[config.mk]
export PLATFORM = sky130hd
export DESIGN_NAME = spi_target_rx_flat
export DESIGN_NICKNAME = d
export VERILOG_FILES = /design/src/rtl/spi_target_rx_if.sv /design/src/rtl/spi_target_rx.sv /design/src/flat_wrapper.sv
export SDC_FILE = /design/constraint.sdc
export NUM_CORES = 1
export LEC_CHECK = 0
export BUFFER_PORTS_ARGS = -buffer_cell sky130_fd_sc_hd__buf_2
export CORE_ASPECT_RATIO = 0.75
export CORE_UTILIZATION = 53
export CTS_CLUSTER_DIAMETER = 50
export DETAILED_ROUTE_END_ITERATION = 8
export GPL_ROUTABILITY_DRIVEN = 0
export PLACE_DENSITY = 0.85
export SLEW_MARGIN = 20
export SYNTH_ARGS = -nofsm -noshare
export SYNTH_HDL_FRONTEND = slang
export SYNTH_SLANG_ARGS = --single-unit
[constraint.sdc]
create_clock -name clk -period 2.36 [get_ports clk]
set_clock_uncertainty 0.15 [all_clocks]
set_input_delay 0.472 -clock clk [delete_from_list [all_inputs] [get_ports clk]]
set_output_delay 0.472 -clock clk [all_outputs]
set_load 0.02 [all_outputs]
[src/rtl/spi_target_rx_if.sv]
// SPI pin and fabric-side handshake bundle for spi_target_rx.
// The slave modport is the target engine; master is its environment.
interface spi_target_rx_if;
    logic       spi_sclk;
    logic       spi_cs_n;
    logic       spi_mosi;
    logic       spi_miso;
    logic [7:0] rx_data;
    logic       rx_valid;
    logic       rx_ready;
    logic [7:0] tx_data;
    logic       tx_load;
    logic       tx_pending;
    logic       overrun;
    logic       frame_err;
    logic       active;

    modport slave (
        input  spi_sclk, spi_cs_n, spi_mosi, rx_ready, tx_data, tx_load,
        output spi_miso, rx_data, rx_valid, tx_pending, overrun, frame_err, active
    );

    modport master (
        output spi_sclk, spi_cs_n, spi_mosi, rx_ready, tx_data, tx_load,
        input  spi_miso, rx_data, rx_valid, tx_pending, overrun, frame_err, active
    );
endinterface

[src/rtl/spi_target_rx.sv]
// SPI mode-0 target: oversampled pins, RX byte FIFO with valid/ready, one-deep TX reply buffer.
// Everything runs in the clk domain; SPI inputs pass through SYNC_STAGES synchronizer flops.
module spi_target_rx #(
    parameter int unsigned FIFO_DEPTH  = 4,
    parameter int unsigned SYNC_STAGES = 2
) (
    input logic            clk,
    input logic            rst,
    spi_target_rx_if.slave bus
);
    localparam int unsigned PtrW = (FIFO_DEPTH > 1) ? $clog2(FIFO_DEPTH) : 1;
    localparam int unsigned CntW = $clog2(FIFO_DEPTH + 1);
    localparam logic [CntW-1:0] CntFull = CntW'(FIFO_DEPTH);

    typedef enum logic [0:0] {StIdle, StShift} state_e;

    // Input synchronizers plus one registered copy for edge detection.
    logic [SYNC_STAGES-1:0] sclk_sync_q, cs_sync_q, mosi_sync_q;
    logic                   sclk_prev_q, cs_prev_q;
    logic                   sclk_s, cs_s, mosi_s;
    logic                   sclk_rise, sclk_fall, cs_fall, cs_rise;

    always_ff @(posedge clk or posedge rst) begin
        if (rst) begin
            sclk_sync_q <= '0;
            cs_sync_q   <= '1;
            mosi_sync_q <= '0;
            sclk_prev_q <= 1'b0;
            cs_prev_q   <= 1'b1;
        end else begin
            sclk_sync_q <= {sclk_sync_q[SYNC_STAGES-2:0], bus.spi_sclk};
            cs_sync_q   <= {cs_sync_q[SYNC_STAGES-2:0], bus.spi_cs_n};
            mosi_sync_q <= {mosi_sync_q[SYNC_STAGES-2:0], bus.spi_mosi};
            sclk_prev_q <= sclk_s;
            cs_prev_q   <= cs_s;
        end
    end

    assign sclk_s    = sclk_sync_q[SYNC_STAGES-1];
    assign cs_s      = cs_sync_q[SYNC_STAGES-1];
    assign mosi_s    = mosi_sync_q[SYNC_STAGES-1];
    assign sclk_rise = sclk_s & ~sclk_prev_q;
    assign sclk_fall = ~sclk_s & sclk_prev_q;
    assign cs_fall   = ~cs_s & cs_prev_q;
    assign cs_rise   = cs_s & ~cs_prev_q;

    // Frame FSM.
    state_e state_q, state_d;
    logic   in_shift, shift_en, fall_en, abort;

    always_ff @(posedge clk or posedge rst) begin
        if (rst) state_q <= StIdle;
        else     state_q <= state_d;
    end

    always_comb begin
        state_d = state_q;
        case (state_q)
            StIdle:  if (cs_fall) state_d = StShift;
            StShift: if (cs_rise) state_d = StIdle;
        endcase
    end

    logic [2:0] bit_cnt_q, bit_cnt_d;

    // A CS rise in the same cycle as an SCLK rise suppresses the SCLK edge.
    always_comb begin
        in_shift = (state_q == StShift);
        shift_en = in_shift & sclk_rise & ~cs_rise;
        fall_en  = in_shift & sclk_fall;
        abort    = in_shift & cs_rise & (bit_cnt_q != 3'd0);
    end

    // Byte framing and TX shifter.
    logic [7:0] rx_shift_q, rx_shift_d;
    logic [7:0] tx_shift_q, tx_shift_d;
    logic [7:0] tx_buf_q, tx_buf_d;
    logic       tx_pending_q, tx_pending_d;
    logic       byte_done, reload;
    logic [7:0] push_byte;

    assign byte_done = shift_en & (bit_cnt_q == 3'd7);
    assign push_byte = {rx_shift_q[6:0], mosi_s};
    assign reload    = cs_fall | byte_done;

    always_comb begin
        bit_cnt_d  = bit_cnt_q;
        rx_shift_d = rx_shift_q;
        if (cs_fall) begin
            bit_cnt_d  = 3'd0;
            rx_shift_d = 8'h00;
        end else if (shift_en) begin
            bit_cnt_d  = bit_cnt_q + 3'd1;
            rx_shift_d = push_byte;
        end
    end

    // The first falling edge of a byte must not shift so the MSB holds for the first sample.
    always_comb begin
        tx_shift_d   = tx_shift_q;
        tx_buf_d     = tx_buf_q;
        tx_pending_d = tx_pending_q;
        if (reload) begin
            tx_shift_d   = tx_pending_q ? tx_buf_q : 8'hFF;
            tx_pending_d = 1'b0;
        end else if (fall_en && (bit_cnt_q != 3'd0)) begin
            tx_shift_d = {tx_shift_q[6:0], 1'b0};
        end
        if (bus.tx_load) begin
            tx_buf_d     = bus.tx_data;
            tx_pending_d = 1'b1;
        end
    end

    // RX FIFO.
    logic [7:0]      mem_q [FIFO_DEPTH];
    logic [PtrW-1:0] wptr_q, wptr_d, rptr_q, rptr_d;
    logic [CntW-1:0] count_q, count_d;
    logic            pop, push_ok, overrun_d, overrun_q, frame_err_q;

    assign pop       = (count_q != '0) & bus.rx_ready;
    assign push_ok   = byte_done & ((count_q != CntFull) | pop);
    assign overrun_d = byte_done & ~push_ok;

    always_comb begin
        wptr_d  = push_ok ? wptr_q + PtrW'(1) : wptr_q;
        rptr_d  = pop ? rptr_q + PtrW'(1) : rptr_q;
        count_d = count_q;
        case ({push_ok, pop})
            2'b10:   count_d = count_q + CntW'(1);
            2'b01:   count_d = count_q - CntW'(1);
            default: count_d = count_q;
        endcase
    end

    always_ff @(posedge clk or posedge rst) begin
        if (rst) begin
            bit_cnt_q    <= 3'd0;
            rx_shift_q   <= 8'h00;
            tx_shift_q   <= 8'hFF;
            tx_buf_q     <= 8'h00;
            tx_pending_q <= 1'b0;
            wptr_q       <= '0;
            rptr_q       <= '0;
            count_q      <= '0;
            overrun_q    <= 1'b0;
            frame_err_q  <= 1'b0;
            for (int i = 0; i < int'(FIFO_DEPTH); i++) mem_q[i] <= 8'h00;
        end else begin
            bit_cnt_q    <= bit_cnt_d;
            rx_shift_q   <= rx_shift_d;
            tx_shift_q   <= tx_shift_d;
            tx_buf_q     <= tx_buf_d;
            tx_pending_q <= tx_pending_d;
            wptr_q       <= wptr_d;
            rptr_q       <= rptr_d;
            count_q      <= count_d;
            overrun_q    <= overrun_d;
            frame_err_q  <= abort;
            if (push_ok) mem_q[wptr_q] <= push_byte;
        end
    end

    assign bus.spi_miso   = in_shift & tx_shift_q[7];
    assign bus.rx_data    = mem_q[rptr_q];
    assign bus.rx_valid   = (count_q != '0);
    assign bus.tx_pending = tx_pending_q;
    assign bus.overrun    = overrun_q;
    assign bus.frame_err  = frame_err_q;
    assign bus.active     = in_shift;
endmodule

[src/flat_wrapper.sv]
// flat-port wrapper written by rule: the top's interface ports become plain ports
module spi_target_rx_flat 
#(
    parameter int unsigned FIFO_DEPTH  = 4,
    parameter int unsigned SYNC_STAGES = 2
)
  (clk, rst, bus_spi_sclk, bus_spi_cs_n, bus_spi_mosi, bus_rx_ready, bus_tx_data, bus_tx_load, bus_spi_miso, bus_rx_data, bus_rx_valid, bus_tx_pending, bus_overrun, bus_frame_err, bus_active);
  spi_target_rx_if bus_i ();
  input logic clk;
  input logic rst;
  input wire logic [$bits(bus_i.spi_sclk)-1:0] bus_spi_sclk;
  input wire logic [$bits(bus_i.spi_cs_n)-1:0] bus_spi_cs_n;
  input wire logic [$bits(bus_i.spi_mosi)-1:0] bus_spi_mosi;
  input wire logic [$bits(bus_i.rx_ready)-1:0] bus_rx_ready;
  input wire logic [$bits(bus_i.tx_data)-1:0] bus_tx_data;
  input wire logic [$bits(bus_i.tx_load)-1:0] bus_tx_load;
  output wire logic [$bits(bus_i.spi_miso)-1:0] bus_spi_miso;
  output wire logic [$bits(bus_i.rx_data)-1:0] bus_rx_data;
  output wire logic [$bits(bus_i.rx_valid)-1:0] bus_rx_valid;
  output wire logic [$bits(bus_i.tx_pending)-1:0] bus_tx_pending;
  output wire logic [$bits(bus_i.overrun)-1:0] bus_overrun;
  output wire logic [$bits(bus_i.frame_err)-1:0] bus_frame_err;
  output wire logic [$bits(bus_i.active)-1:0] bus_active;
  assign bus_i.spi_sclk = bus_spi_sclk;
  assign bus_i.spi_cs_n = bus_spi_cs_n;
  assign bus_i.spi_mosi = bus_spi_mosi;
  assign bus_i.rx_ready = bus_rx_ready;
  assign bus_i.tx_data = bus_tx_data;
  assign bus_i.tx_load = bus_tx_load;
  assign bus_spi_miso = bus_i.spi_miso;
  assign bus_rx_data = bus_i.rx_data;
  assign bus_rx_valid = bus_i.rx_valid;
  assign bus_tx_pending = bus_i.tx_pending;
  assign bus_overrun = bus_i.overrun;
  assign bus_frame_err = bus_i.frame_err;
  assign bus_active = bus_i.active;
  spi_target_rx #(.FIFO_DEPTH(FIFO_DEPTH), .SYNC_STAGES(SYNC_STAGES)) u_core (.clk(clk), .rst(rst), .bus(bus_i));
endmodule
Yosys cells after proc, flatten, opt, wreduce, memory -nomap -nowiden

Index checks and enable logic that the tools add are counted.

$add $sub $neg: 5
Order comparisons: 3
Equal/unequal tests: 4
Mux-type cells: 19
Bitwise operators: 25
Reduce and logical (&&, ||, !) cells: 8

Operator list:

| operator              | number |
|---|---|
| $mux W8               | 6 |
| $bwmux W32            | 1 |
| $bmux W8 S2           | 1 |
| $demux W8 S2          | 1 |
| $and A1 B1 Y1         | 14 |
| $mux W7               | 2 |
| $reduce_bool A2 Y1    | 4 |
| $not A1 Y1            | 7 |
| $add A3 B1 Y3 const B | 2 |
| $ge A3 B3 Y1 const B  | 2 |
| $mux W3               | 2 |
| $not A2 Y3            | 2 |
| $pmux W3 S2           | 1 |
| $reduce_bool A3 Y1    | 2 |
| $add A2 B1 Y2 const B | 2 |
| $mux W1               | 4 |
| $eq A3 B3 Y1 const B  | 1 |
| $lt A3 B1 Y1 const B  | 1 |
| $ne A3 B3 Y1 const B  | 1 |
| $sub A3 B1 Y3 const B | 1 |
| $eq A2 B1 Y1 const B  | 1 |
| $eq A2 B2 Y1 const B  | 1 |
| $logic_and A1 B1 Y1   | 2 |
| $or A1 B1 Y1          | 2 |
| $pmux W1 S2           | 1 |

Register bits: 77
Input port bits: 15
Output and inout bits: 14
Word-level logic and storage cells: 84

Logic depth before layout (Yosys ltp)

Gate-level depths: netlist (run 1).

Depth after elaboration: 8
Depth in mapped cells: 11
Mapped depth without buffers: 11

Worst setup path after synthesis (run 1)

Ideal clock, no wire load.

Path kind: reg2reg
Start: register u_core.bit_cnt_q[0]
End: register u_core.count_q[1]
Setup time: 0.083 ns
Arrival time: 2.220 ns
Data required time: 2.127 ns
Path slack: -0.092 ns
Stages on the path, launching flop included: 10
Buffers on the path: 0
Period minus slack after synthesis: 2.452 ns
Path through: dfrtp_1 > ha_1 > ha_1 > nand4b_2 > nor3b_4 > inv_1 > ha_1 > inv_1 > fa_1 > o21ai_0

Cells in the longest elaborated chain, start to end: 5
Elaborated cells between the ends (all ways): 7
Classes of those cells: eq/ne (3); mux (1); bitwise (2); reduce/logical (1)

Ends and longest elaborated chain:

| element                                                  | RTL line             | text |
|---|---|---|
| start: declaration                                       | spi_target_rx.sv:64  | `logic [2:0] bit_cnt_q, bit_cnt_d;` |
| start signal: assignment                                 | spi_target_rx.sv:150 | `bit_cnt_q <= bit_cnt_d;` |
| $eq A3 B3 Y1 *                                           | spi_target_rx.sv:82  | `assign byte_done = shift_en & (bit_cnt_q == 3'd7);` |
| $and A1 B1 Y1 *                                          | spi_target_rx.sv:82  |  |
| $and A1 B1 Y1 *                                          | spi_target_rx.sv:122 | `assign push_ok = byte_done & ((count_q != CntFull) \| pop);` |
| $eq A2 B1 Y1 / $eq A2 B2 Y1 (equally long branches)      | spi_target_rx.sv:129 | `case ({push_ok, pop})` |
| $pmux W3 S2 / $reduce_bool A2 Y1 (equally long branches) | -                    |  |
| end signal: assignment                                   | spi_target_rx.sv:157 | `count_q <= count_d;` |
| end: declaration                                         | spi_target_rx.sv:118 | `logic [CntW-1:0] count_q, count_d;` |

Every way passes the cells marked *; elsewhere a longest branch is shown, timed or not.
A chain may end at the register's enable or synchronous reset.

Final worst setup path (run 1)

Start: register u_core.count_q[0]
End: register u_core.count_q[2]

Cells in the longest elaborated chain, start to end: 6
Elaborated cells between the ends (all ways): 11
Classes of those cells: add/sub (2); eq/ne (3); mux (1); bitwise (3); reduce/logical (2)

Ends and longest elaborated chain:

| element                                                  | RTL line             | text |
|---|---|---|
| $reduce_bool A3 Y1                                       | spi_target_rx.sv:121 | `assign pop = (count_q != '0) & bus.rx_ready;` |
| $and A1 B1 Y1                                            | spi_target_rx.sv:121 |  |
| $or A1 B1 Y1                                             | spi_target_rx.sv:122 |  |
| $and A1 B1 Y1                                            | spi_target_rx.sv:122 |  |
| $eq A2 B1 Y1 / $eq A2 B2 Y1 (equally long branches)      | spi_target_rx.sv:129 |  |
| $pmux W3 S2 / $reduce_bool A2 Y1 (equally long branches) | -                    |  |

Several ways; a longest one is shown, not always the timed one.

==> flow_metrics.env, run 1 <==
export IMPL_outcome="finished, violations left"
export IMPL_violations="setup timing"
export IMPL_cts_root_buf="sky130_fd_sc_hd__clkbuf_8"
export IMPL_die_x_um=94.0
export IMPL_maxSlewHeadroom_pct=63.5
export IMPL_fin_util_pct=65.7
export IMPL_critical_path_start="u_core.count_q[0]"
export IMPL_floorplan_rows=24
export IMPL_cp_data_required_time_ns=2.45
export IMPL_number_of_storage_elements_in_the_synthesis_netlist=77
export IMPL_cp_max_fo=2
export IMPL_static_leakage_power_nw=2.01
export IMPL_syn_inst=227
export IMPL_clk_insertion_delay_late_ns=0.36
export IMPL_n_fill_cell=425
export IMPL_dr_total_vias=1907
export IMPL_rr_startpoint="u_core.count_q[0]"
export IMPL_critPathCapture="u_core.count_q[2]"
export IMPL_grt_met3_usage_pct=7.10
export IMPL_ff2ff_path_depth=9
export IMPL_mostFrequentLayoutCells="sky130_fd_sc_hd__dfrtp_1 (66), sky130_fd_sc_hd__mux2_2 (37), sky130_fd_sc_hd__buf_2 (28)"
export IMPL_first_global_vias=1960
export IMPL_max_cap_violation_count=0
export IMPL_worstHoldPathCells=1
export IMPL_arrival_ns=2.46
export IMPL_globalRouteMet2Util_pct=30.4
export IMPL_netlist_area_um2=3360
export IMPL_htreeDepth=3
export IMPL_cts_clk_slew_worst_paths_ns=0.08
export IMPL_layout_cells_most_common="sky130_fd_sc_hd__dfrtp_1"
export IMPL_start_util_pct=56.3
export IMPL_largest_net_degree_at_the_start_of_global_routing=48
export IMPL_placement_io_buffers=28
export IMPL_setup_reg_to_reg_worst_slack_ns=-0.006
export IMPL_boundaryPins=29
export IMPL_drive_above_1_share_pct=46.9
export IMPL_yosysWarnings=0
export IMPL_critPathKind="reg2reg"
export IMPL_portion_of_the_clock_cycle_consumed_by_the_worst_path_in_the_final_layout_pct=100
export IMPL_postSynthNetCount=251
export IMPL_slew_at_the_pin_closest_to_its_max_slew_limit_ns=0.545
export IMPL_power_density_nw_per_um2=791
export IMPL_dieArea_um2=6670
export IMPL_drt_total_wl_um=5890
export IMPL_grt_pass1_wl_um=9940
export IMPL_drt_first_pass_iters=4
export IMPL_timing_final_max_slew_violations=0
export IMPL_seq_total_area_yosys_pct=57.7
export IMPL_ant_nets=0
export IMPL_avgSynthCellArea_um2=14.8
export IMPL_cts_num_sinks=77
export IMPL_tritoncts_num_buffers=9
export IMPL_use_met1_pct=29.2
export IMPL_post_route_cell_area_um2=3930
export IMPL_rsz0062_at_grt="true"
export IMPL_cts_tree="done"
export IMPL_max_clock_path_buffers=2
export IMPL_final_net_count=296
export IMPL_first_iter_violations=115
export IMPL_fp_coreArea_um2=5980
export IMPL_crit_reg2reg_capture="u_core.count_q[2]"
export IMPL_hold_ws_ns=0.0685
export IMPL_critical_path_startpoint_type="register"
export IMPL_cts_resized=0
export IMPL_yosys_cell_types_count=33
export IMPL_placed_cell_area_um2=3700
export IMPL_grt_util_all_layers_pct=20.6
export IMPL_power_total_mw=3.11
export IMPL_die_h_um=71.0
export IMPL_post_route_min_period_ns=2.37
export IMPL_p_r_area_growth_vs_syn_pct=16.8
export IMPL_drcViolationCount=0
export IMPL_worstHoldPathType="in2reg"
export IMPL_max_freq_ghz=0.423
export IMPL_finalHoldViolations=0
export IMPL_pre_cts_slack_ns=-0.176
export IMPL_vdd_drop_max_mv=0.535
export IMPL_antenna_found_initial=0
export IMPL_hpwl_um=4000
export IMPL_cp_capture_type="register"
export IMPL_grt_busiest_layer="met2"
export IMPL_timing_final_ws_setup_ns=-0.00568
export IMPL_overflow_left_after_global_routing=0
export IMPL_routedWlPerCell_um=16.6
export IMPL_setup_viol=1
export IMPL_route_detailed_vias_per_inst=5.37
export IMPL_total_inserted_antenna_cells=0
power breakdown:
part	internal, mW	switching [mW]
Combinational	0.268	0.254
Sequential	1.46	0.105
Clock	0.526	0.497
Total	2.25	0.856
state kept, by name, indices dropped and copies added, names as in the netlist:
name / count
u_core.bus.frame_err: 1
u_core.tx_shift_q: 8
u_core.cs_sync_q: 2
u_core.mem_q: 32
u_core.bus.active: 1
u_core.cs_prev_q: 1
u_core.bit_cnt_q: 3
u_core.bus.overrun: 1
u_core.bus.tx_pending: 1
u_core.rx_shift_q: 7
u_core.mosi_sync_q: 2
u_core.wptr_q: 2
u_core.tx_buf_q: 8
u_core.sclk_prev_q: 1
u_core.rptr_q: 2
u_core.sclk_sync_q: 2
u_core.count_q: 3
worst min path at each step:
stage	slack (ns)	from	endpoint
floorplan	0.18	u_core.mosi_sync_q[0]	u_core.mosi_sync_q[1]
global placement	0.18	u_core.mosi_sync_q[0]	u_core.mosi_sync_q[1]
detailed placement	0.19	u_core.sclk_sync_q[0]	u_core.sclk_sync_q[1]
CTS	0.06	bus_spi_mosi	u_core.mosi_sync_q[0]
global route	0.05	bus_spi_mosi	u_core.mosi_sync_q[0]
finish	0.07	bus_spi_cs_n	u_core.cs_sync_q[0]
through the flow:
stage / std cells / TNS, ns
after floorplan: 227 / -0.119
after global placement: 337 / -0.104
after detailed placement: 337 / -0.176
after CTS: 354 / -0.0121
after global routing: 355 / -0.146
final: 355 / -0.00568
area by class of cell:
type / instances / area [µm²] / share of cell area, %
clock buffers: 10 / 138 / 3.51
repair buffers: 41 / 253 / 6.44
flip-flops and latches: 77 / 1940 / 49.4
multi-input cells: 134 / 1390 / 35.4
inverters: 9 / 37.5 / 0.956
well taps: 78 / 97.6 / 2.49
clock inverters: 6 / 70.1 / 1.78
cell families after synthesis:
| logic type | synth area share, % |
|---|---|
| AND/OR/NAND/NOR | 8.19 |
| flip-flops | 57.7 |
| buffers and inverters | 1.90 |
| adder cells (fa/ha/maj) | 3.57 |
| multiplexers | 26.1 |
| AO/OA/AOI/OAI | 0.670 |
| XOR/XNOR | 1.82 |
timing repair:
item | 4_1_cts | 5_1_grt
hold buffers | 1 | 0
setup buffers | 0 | 1
endpoints found under the hold margin | 3 | 0
setup endpoints to repair | 1 | 2
pin swaps | 5 | 0
critical path, cell delays in order (launching register included):
cell                      delay, ns
sky130_fd_sc_hd__dfrtp_1       0.39
sky130_fd_sc_hd__or4b_4        0.52
sky130_fd_sc_hd__nor3b_4       0.17
sky130_fd_sc_hd__inv_1         0.07
sky130_fd_sc_hd__ha_2          0.18
sky130_fd_sc_hd__inv_2         0.04
sky130_fd_sc_hd__fa_2          0.35
sky130_fd_sc_hd__xor2_1        0.17
sky130_fd_sc_hd__nor2_1        0.08
sky130_fd_sc_hd__xor2_1        0.16
layer usage:
metal	wire (µm)	part of all wire, %	vias up
met5	0	0	-
li1	-	-	884
met4	82	1.4	0
met3	218	3.7	10
met1	2800	48	987
met2	2790	47	26
cells in the mapped netlist (all sizes together):
master / number / share of area [%]
buf: 4 / 0.56
a21oi: 1 / 0.15
or4b: 1 / 0.30
mux2: 40 / 14
or3: 1 / 0.19
o21ai: 2 / 0.30
mux2i: 24 / 7.1
nor3: 1 / 0.15
mux4: 8 / 5.4
fa: 1 / 0.60
clkbuf: 3 / 0.33
inv: 9 / 1.0
dfrtp: 66 / 49
xnor2: 4 / 1.0
nand4b: 2 / 0.71
nor2: 13 / 1.5
nand2: 8 / 1.8
nor3b: 1 / 0.56
and3: 1 / 0.22
nand2b: 1 / 0.19
and2: 2 / 0.41
dfstp: 11 / 8.6
and4bb: 1 / 0.37
xor2: 3 / 0.78
nor2b: 10 / 1.9
ha: 8 / 3.0
a21o: 1 / 0.22
(Power assumes the default switching activity.)
==> inputs of run 2 (changes only) <==
Settings changed: CORE_UTILIZATION 53 to 55, CTS_BUF_LIST set to sky130_fd_sc_hd__clkbuf_4, PLACE_DENSITY 0.85 to 0.87.
==> run 2 against run 1 <==
  * The flow now finishes without violations
  * Die area shrank 3.5%
  * Largest power group unchanged
  * Flip-flop and latch count is the same
  * Register-to-register slack is essentially flat
  * Global-route usage grew 0.36 points
  * Wire length grew 0.66%
  * Total power shrank 5.0%
  * Combinational power grew 9.4%
  * Utilization grew 1.5 points
  * Critical endpoint unchanged
  * Cell count grew 1.7%
  * Final area grew 0.16%
  * First-iteration DRC count shrank 49%
  * Fmax grew 0.37%
==> flow_metrics.env, run 2 (synthesized netlist as in run 1, its figures left out) <==
export IMPL_cts_num_sinks=77
export IMPL_cp_max_fo=3
export IMPL_grt_met3_usage_pct=7.89
export IMPL_internal_power_mw=2.11
export IMPL_die_h_um=69.7
export IMPL_cts_root_buf="sky130_fd_sc_hd__clkbuf_4"
export IMPL_total_inserted_antenna_cells=0
export IMPL_layout_cells_most_common="sky130_fd_sc_hd__dfrtp_1"
export IMPL_maxSlewHeadroom_pct=62.3
export IMPL_antenna_found_initial=0
export IMPL_fin_util_pct=67.2
export IMPL_cp_data_required_time_ns=2.56
export IMPL_rr_startpoint="u_core.count_q[1]"
export IMPL_largest_net_degree_at_the_start_of_global_routing=49
export IMPL_pre_cts_slack_ns=-0.126
export IMPL_mostFrequentLayoutCells="sky130_fd_sc_hd__dfrtp_1 (66), sky130_fd_sc_hd__mux2_2 (37), sky130_fd_sc_hd__buf_2 (28)"
export IMPL_routedWlPerCell_um=16.4
export IMPL_dieArea_um2=6430
export IMPL_max_clock_path_buffers=2
export IMPL_critPathKind="reg2reg"
export IMPL_hpwl_um=4020
export IMPL_drt_first_pass_iters=4
export IMPL_finalHoldViolations=0
export IMPL_final_net_count=302
export IMPL_die_x_um=92.3
export IMPL_power_total_mw=2.95
export IMPL_arrival_ns=2.56
export IMPL_netSwitchingPower_mw=0.836
export IMPL_fp_coreArea_um2=5860
export IMPL_cp_capture_type="register"
export IMPL_share_clk_of_total_power_pct=27.5
export IMPL_drive_above_1_share_pct=47.3
export IMPL_globalRouteMet2Util_pct=32.6
export IMPL_setup_viol=0
export IMPL_drt_total_wl_um=5930
export IMPL_static_leakage_power_nw=2.01
export IMPL_outcome="completed"
export IMPL_dp_cells=337
export IMPL_grt_busiest_layer="met2"
export IMPL_cts_tree="done"
export IMPL_vdd_drop_max_mv=0.569
export IMPL_post_route_min_period_ns=2.36
export IMPL_largest_reg_flops=32
export IMPL_ant_nets=0
export IMPL_first_iter_violations=59
export IMPL_cts_clk_slew_worst_paths_ns=0.12
export IMPL_placement_io_buffers=28
export IMPL_start_util_pct=57.4
export IMPL_floorplan_rows=24
export IMPL_grt_util_all_layers_pct=21.0
export IMPL_post_route_cell_area_um2=3930
export IMPL_register_with_the_most_flip_flops="u_core.mem_q"
export IMPL_htreeDepth=3
export IMPL_worstHoldPathType="in2reg"
export IMPL_placed_cell_area_um2=3700
export IMPL_hold_path_startpoint="bus_tx_data[5]"
export IMPL_timing_final_max_slew_violations=0
export IMPL_drcViolationCount=0
export IMPL_use_met1_pct=27.3
export IMPL_slew_at_the_pin_closest_to_its_max_slew_limit_ns=0.563
export IMPL_max_freq_ghz=0.424
export IMPL_critical_path_start="u_core.count_q[1]"
export IMPL_setup_tns_ns=0
export IMPL_rsz0062_at_grt="true"
export IMPL_tritoncts_num_buffers=9
export IMPL_largest_registers="u_core.mem_q x32, u_core.tx_buf_q x8, u_core.tx_shift_q x8"
export IMPL_max_cap_violation_count=0
export IMPL_critical_path_startpoint_type="register"
export IMPL_portion_of_the_clock_cycle_consumed_by_the_worst_path_in_the_final_layout_pct=99.9
export IMPL_power_frac_seq_pct=53.1
export IMPL_first_global_vias=2086
export IMPL_route_detailed_vias_per_inst=5.40
export IMPL_hold_ws_ns=0.119
export IMPL_timing_final_ws_setup_ns=0.00310
export IMPL_clk_insertion_delay_late_ns=0.43
export IMPL_final_cells=361
export IMPL_power_density_nw_per_um2=750
export IMPL_dr_total_vias=1950
export IMPL_grt_pass1_wl_um=9890
export IMPL_pwr_share_comb_pct=19.4
export IMPL_overflow_left_after_global_routing=0
export IMPL_p_r_area_growth_vs_syn_pct=17.0
export IMPL_netSwitchingFraction_pct=28.3
export IMPL_boundaryPins=29
[run 2: cell types whose count changed in the layout (fill, tap and decap cells not counted), sizes merged]
| cell | delta |
|---|---|
| buf | +3 |
| clkinv | -2 |
| dlygate4sd3 | +3 |
| clkinvlp | +2 |
[run 2: power by group through the flow]
stage	Combinational (mW)	Clock [mW]	Sequential, mW
floorplan	0.392	0	1.54
global placement	0.491	0	1.58
detailed placement	0.508	0	1.58
CTS	0.517	0.839	1.56
global route	0.635	0.887	1.58
finish	0.571	0.812	1.57
[run 2: layer usage]
metal / vias to the layer above / wire (µm)
met2: 34 / 2960
met1: 1010 / 2680
met4: 0 / 73
li1: 899 / -
met3: 7 / 214
met5: - / 0
[run 2: area by class of cell]
cell class,instances,area (µm²)
Clock buffer,10,75.1
Inverter,9,37.5
Multi-Input combinational cell,134,1390
Sequential cell,77,1940
Clock inverter,6,71.3
Fill cell,399,1920
Timing Repair Buffer,47,318
Tap cell,78,97.6
[run 2: worst paths after layout]
path	to	slack (ns)	cells after the start
setup reg to reg	u_core.count_q[2]	0.003	10
hold / removal	u_core.tx_buf_q[5]	0.12	2
setup / recovery	u_core.count_q[2]	0.003	10
hold reg to reg	u_core.cs_sync_q[1]	0.21	0
min in group asynchronous	u_core.tx_buf_q[5]	0.33	3
max in group asynchronous	u_core.cs_sync_q[0]	1.15	4
[run 2: what timing repair did]
item,4_1_cts,5_1_grt
pin swaps,2,4
endpoints found under the hold margin,7,0
resized for setup,0,4
endpoints found under the setup margin,1,9
buffers inserted,0,4
hold buffers,4,0
[run 2: critical path: stages (launching register included)]
cell and delay, ns:
sky130_fd_sc_hd__dfrtp_1 0.41, sky130_fd_sc_hd__buf_4 0.14, sky130_fd_sc_hd__buf_4 0.13, sky130_fd_sc_hd__or3_1 0.40, sky130_fd_sc_hd__and2_4 0.19, sky130_fd_sc_hd__ha_2 0.18
sky130_fd_sc_hd__buf_4 0.14, sky130_fd_sc_hd__buf_4 0.12, sky130_fd_sc_hd__xor2_1 0.15, sky130_fd_sc_hd__nor2_1 0.13, sky130_fd_sc_hd__xor2_1 0.15
==> inputs of run 3 (changes only) <==
==> constraint.sdc (replaced) <==
create_clock -name clk -period 2.36 [get_ports clk]
set_clock_uncertainty 0.15 [all_clocks]
set_input_delay 0.236 -clock clk [delete_from_list [all_inputs] [get_ports clk]]
set_output_delay 0.236 -clock clk [all_outputs]
set_load 0.02 [all_outputs]
==> run 3 against run 2 <==
  * Sequential power hardly changed
  * Flip-flop and latch count stayed put
  * First-iteration DRC count is 68% higher
  * Wire length is 0.40% higher
  * Final area is 1.8% higher
  * Total power is 0.80% higher
  * Sequential share of layout area is 0.85 points lower
  * Combinational power is 11% lower
  * Die area stayed put
  * Highest routed layer unchanged
==> flow_metrics.env, run 3 (synthesized netlist as in run 1, its figures left out) <==
export IMPL_outcome="completed"
export IMPL_dieArea_um2=6430
export IMPL_hold_ws_ns=0.212
export IMPL_timing_final_max_slew_violations=0
export IMPL_route_detailed_vias_per_inst=5.27
export IMPL_cpMostUsedCell="sky130_fd_sc_hd__xor2_1"
export IMPL_ff2ff_path_depth=9
export IMPL_worstHoldPathType="reg2reg"
export IMPL_dp_cells=336
export IMPL_fp_coreArea_um2=5860
export IMPL_grt_pass1_wl_um=10300
export IMPL_hpwl_um=3900
export IMPL_critical_path_start="u_core.count_q[0]"
export IMPL_arrival_ns=2.52
export IMPL_worstHoldPathCells=0
export IMPL_tritoncts_num_buffers=9
export IMPL_crit_path_max_cell_delay_ns=0.51
export IMPL_p_r_area_growth_vs_syn_pct=19.1
export IMPL_pre_cts_slack_ns=0.00221
export IMPL_die_x_um=92.3
export IMPL_seq_area_um2=1940
export IMPL_maxSlewHeadroom_pct=61.2
export IMPL_max_clock_path_buffers=2
export IMPL_share_clk_of_total_power_pct=28.9
export IMPL_dr_total_vias=1940
export IMPL_post_route_min_period_ns=2.30
export IMPL_final_net_count=309
export IMPL_final_cells=368
export IMPL_cts_num_sinks=77
export IMPL_rsz0062_at_grt="true"
export IMPL_drt_total_wl_um=5960
export IMPL_register_with_the_most_flip_flops="u_core.mem_q"
export IMPL_portion_of_the_clock_cycle_consumed_by_the_worst_path_in_the_final_layout_pct=97.5
export IMPL_pwr_share_comb_pct=17.2
export IMPL_first_iter_violations=99
export IMPL_max_cap_violation_count=0
export IMPL_total_inserted_antenna_cells=0
export IMPL_internal_power_mw=2.18
export IMPL_netSwitchingPower_mw=0.790
export IMPL_die_h_um=69.7
export IMPL_largest_reg_flops=32
export IMPL_static_leakage_power_nw=2.04
export IMPL_drcViolationCount=0
export IMPL_multiInputGateArea_um2=1390
export IMPL_n_fill_cell=419
export IMPL_ant_nets=0
export IMPL_crit_family="simple AND/OR/NAND/NOR gates"
export IMPL_rr_startpoint="u_core.count_q[0]"
export IMPL_critical_path_slowest_cell="sky130_fd_sc_hd__or4b_4"
export IMPL_crit_reg2reg_capture="u_core.count_q[2]"
export IMPL_floorplan_rows=24
export IMPL_cp_data_required_time_ns=2.58
export IMPL_crit_chain="or4b_4, nor3b_4, inv_1, ha_2, inv_2, fa_2, xor2_1, nor2_1, xor2_1"
export IMPL_first_global_vias=2011
export IMPL_finalHoldViolations=0
export IMPL_max_freq_ghz=0.434
export IMPL_drt_first_pass_iters=4
export IMPL_mostFrequentLayoutCells="sky130_fd_sc_hd__dfrtp_1 (65), sky130_fd_sc_hd__mux2_2 (37), sky130_fd_sc_hd__buf_2 (28)"
export IMPL_cp_max_fo=2
export IMPL_routedWlPerCell_um=16.2
export IMPL_start_util_pct=57.4
export IMPL_drive_above_1_share_pct=44.5
export IMPL_placement_io_buffers=28
export IMPL_cts_tree="done"
export IMPL_overflow_left_after_global_routing=0
export IMPL_layout_cells_most_common="sky130_fd_sc_hd__dfrtp_1"
export IMPL_power_density_nw_per_um2=743
export IMPL_largest_registers="u_core.mem_q x32, u_core.tx_buf_q x8, u_core.tx_shift_q x8"
export IMPL_cp_capture_type="register"
export IMPL_largest_net_degree_at_the_start_of_global_routing=53
export IMPL_timing_final_ws_setup_ns=0.0582
export IMPL_critPathCapture="u_core.count_q[2]"
export IMPL_vdd_drop_max_mv=0.445
export IMPL_cts_root_buf="sky130_fd_sc_hd__clkbuf_4"
export IMPL_setup_viol=0
export IMPL_clk_insertion_delay_late_ns=0.43
export IMPL_timing_critical_path_depth=9
export IMPL_critical_path_startpoint_type="register"
export IMPL_antenna_found_initial=0
export IMPL_critPathKind="reg2reg"
export IMPL_grt_util_all_layers_pct=21.7
export IMPL_htreeDepth=3
export IMPL_slew_at_the_pin_closest_to_its_max_slew_limit_ns=0.578
export IMPL_cts_clk_slew_worst_paths_ns=0.11
export IMPL_critPathBufInv=2
export IMPL_power_frac_seq_pct=53.9
export IMPL_boundaryPins=29
export IMPL_netSwitchingFraction_pct=26.6
export IMPL_setup_reg_to_reg_worst_slack_ns=0.06
==> run 3: layout make-up <==
type | instances | area share [%]
Multi-Input combinational cell | 134 | 34.8
Clock inverter | 6 | 1.94
Tap cell | 78 | 2.44
Sequential cell | 77 | 48.5
Inverter | 9 | 0.844
Clock buffer | 10 | 1.88
Timing Repair Buffer | 54 | 9.63
==> run 3: power groups by stage <==
stage	registers (mW)	clock network [mW]	logic, mW
floorplan	1.54	0	0.382
global placement	1.62	0	0.434
detailed placement	1.63	0	0.453
CTS	1.60	0.883	0.499
global route	1.62	0.950	0.563
finish	1.60	0.860	0.511
==> run 3: repair_timing <==
item,CTS,global route
setup buffers,1,0
setup endpoints to repair,1,10
hold buffers,14,1
pin swaps,2,1
hold endpoints to repair,35,1
resized for setup,2,3
==> run 3: per-stage QoR <==
stage          TNS, ns  total power [mW]  cell area [µm²]  util, %
6_report             0              2.97             4000     68.4
5_1_grt        -0.0442              3.14             4000     68.4
3_3_place_gp         0              2.05             3680     62.9
4_1_cts              0              2.98             3990     68.1
3_5_place_dp         0              2.08             3680     62.9
2_1_floorplan  -0.0884              1.92             3390        -
==> run 3: routing by layer <==
| layer | share of wire [%] | up-vias | GRT usage, % |
|---|---|---|---|
| met3 | 4.4 | 8 | 6.47 |
| met5 | 0 | - | 0 |
| met1 | 46 | 994 | 29.5 |
| met2 | 48 | 28 | 33.7 |
| li1 | - | 910 | - |
| met4 | 1.1 | 0 | 7.29 |
==> run 3: worst min-delay path by stage <==
stage | from | endpoint | slack (ns)
5_1_grt | u_core.sclk_sync_q[0] | u_core.sclk_sync_q[1] | 0.23
3_3_place_gp | rst | u_core.sclk_sync_q[0] | 0.16
4_1_cts | bus_rx_ready | u_core.rptr_q[0] | 0.05
6_report | u_core.mosi_sync_q[0] | u_core.mosi_sync_q[1] | 0.21
3_5_place_dp | rst | u_core.bus.overrun | 0.16
2_1_floorplan | bus_spi_cs_n | u_core.cs_sync_q[0] | 0.09
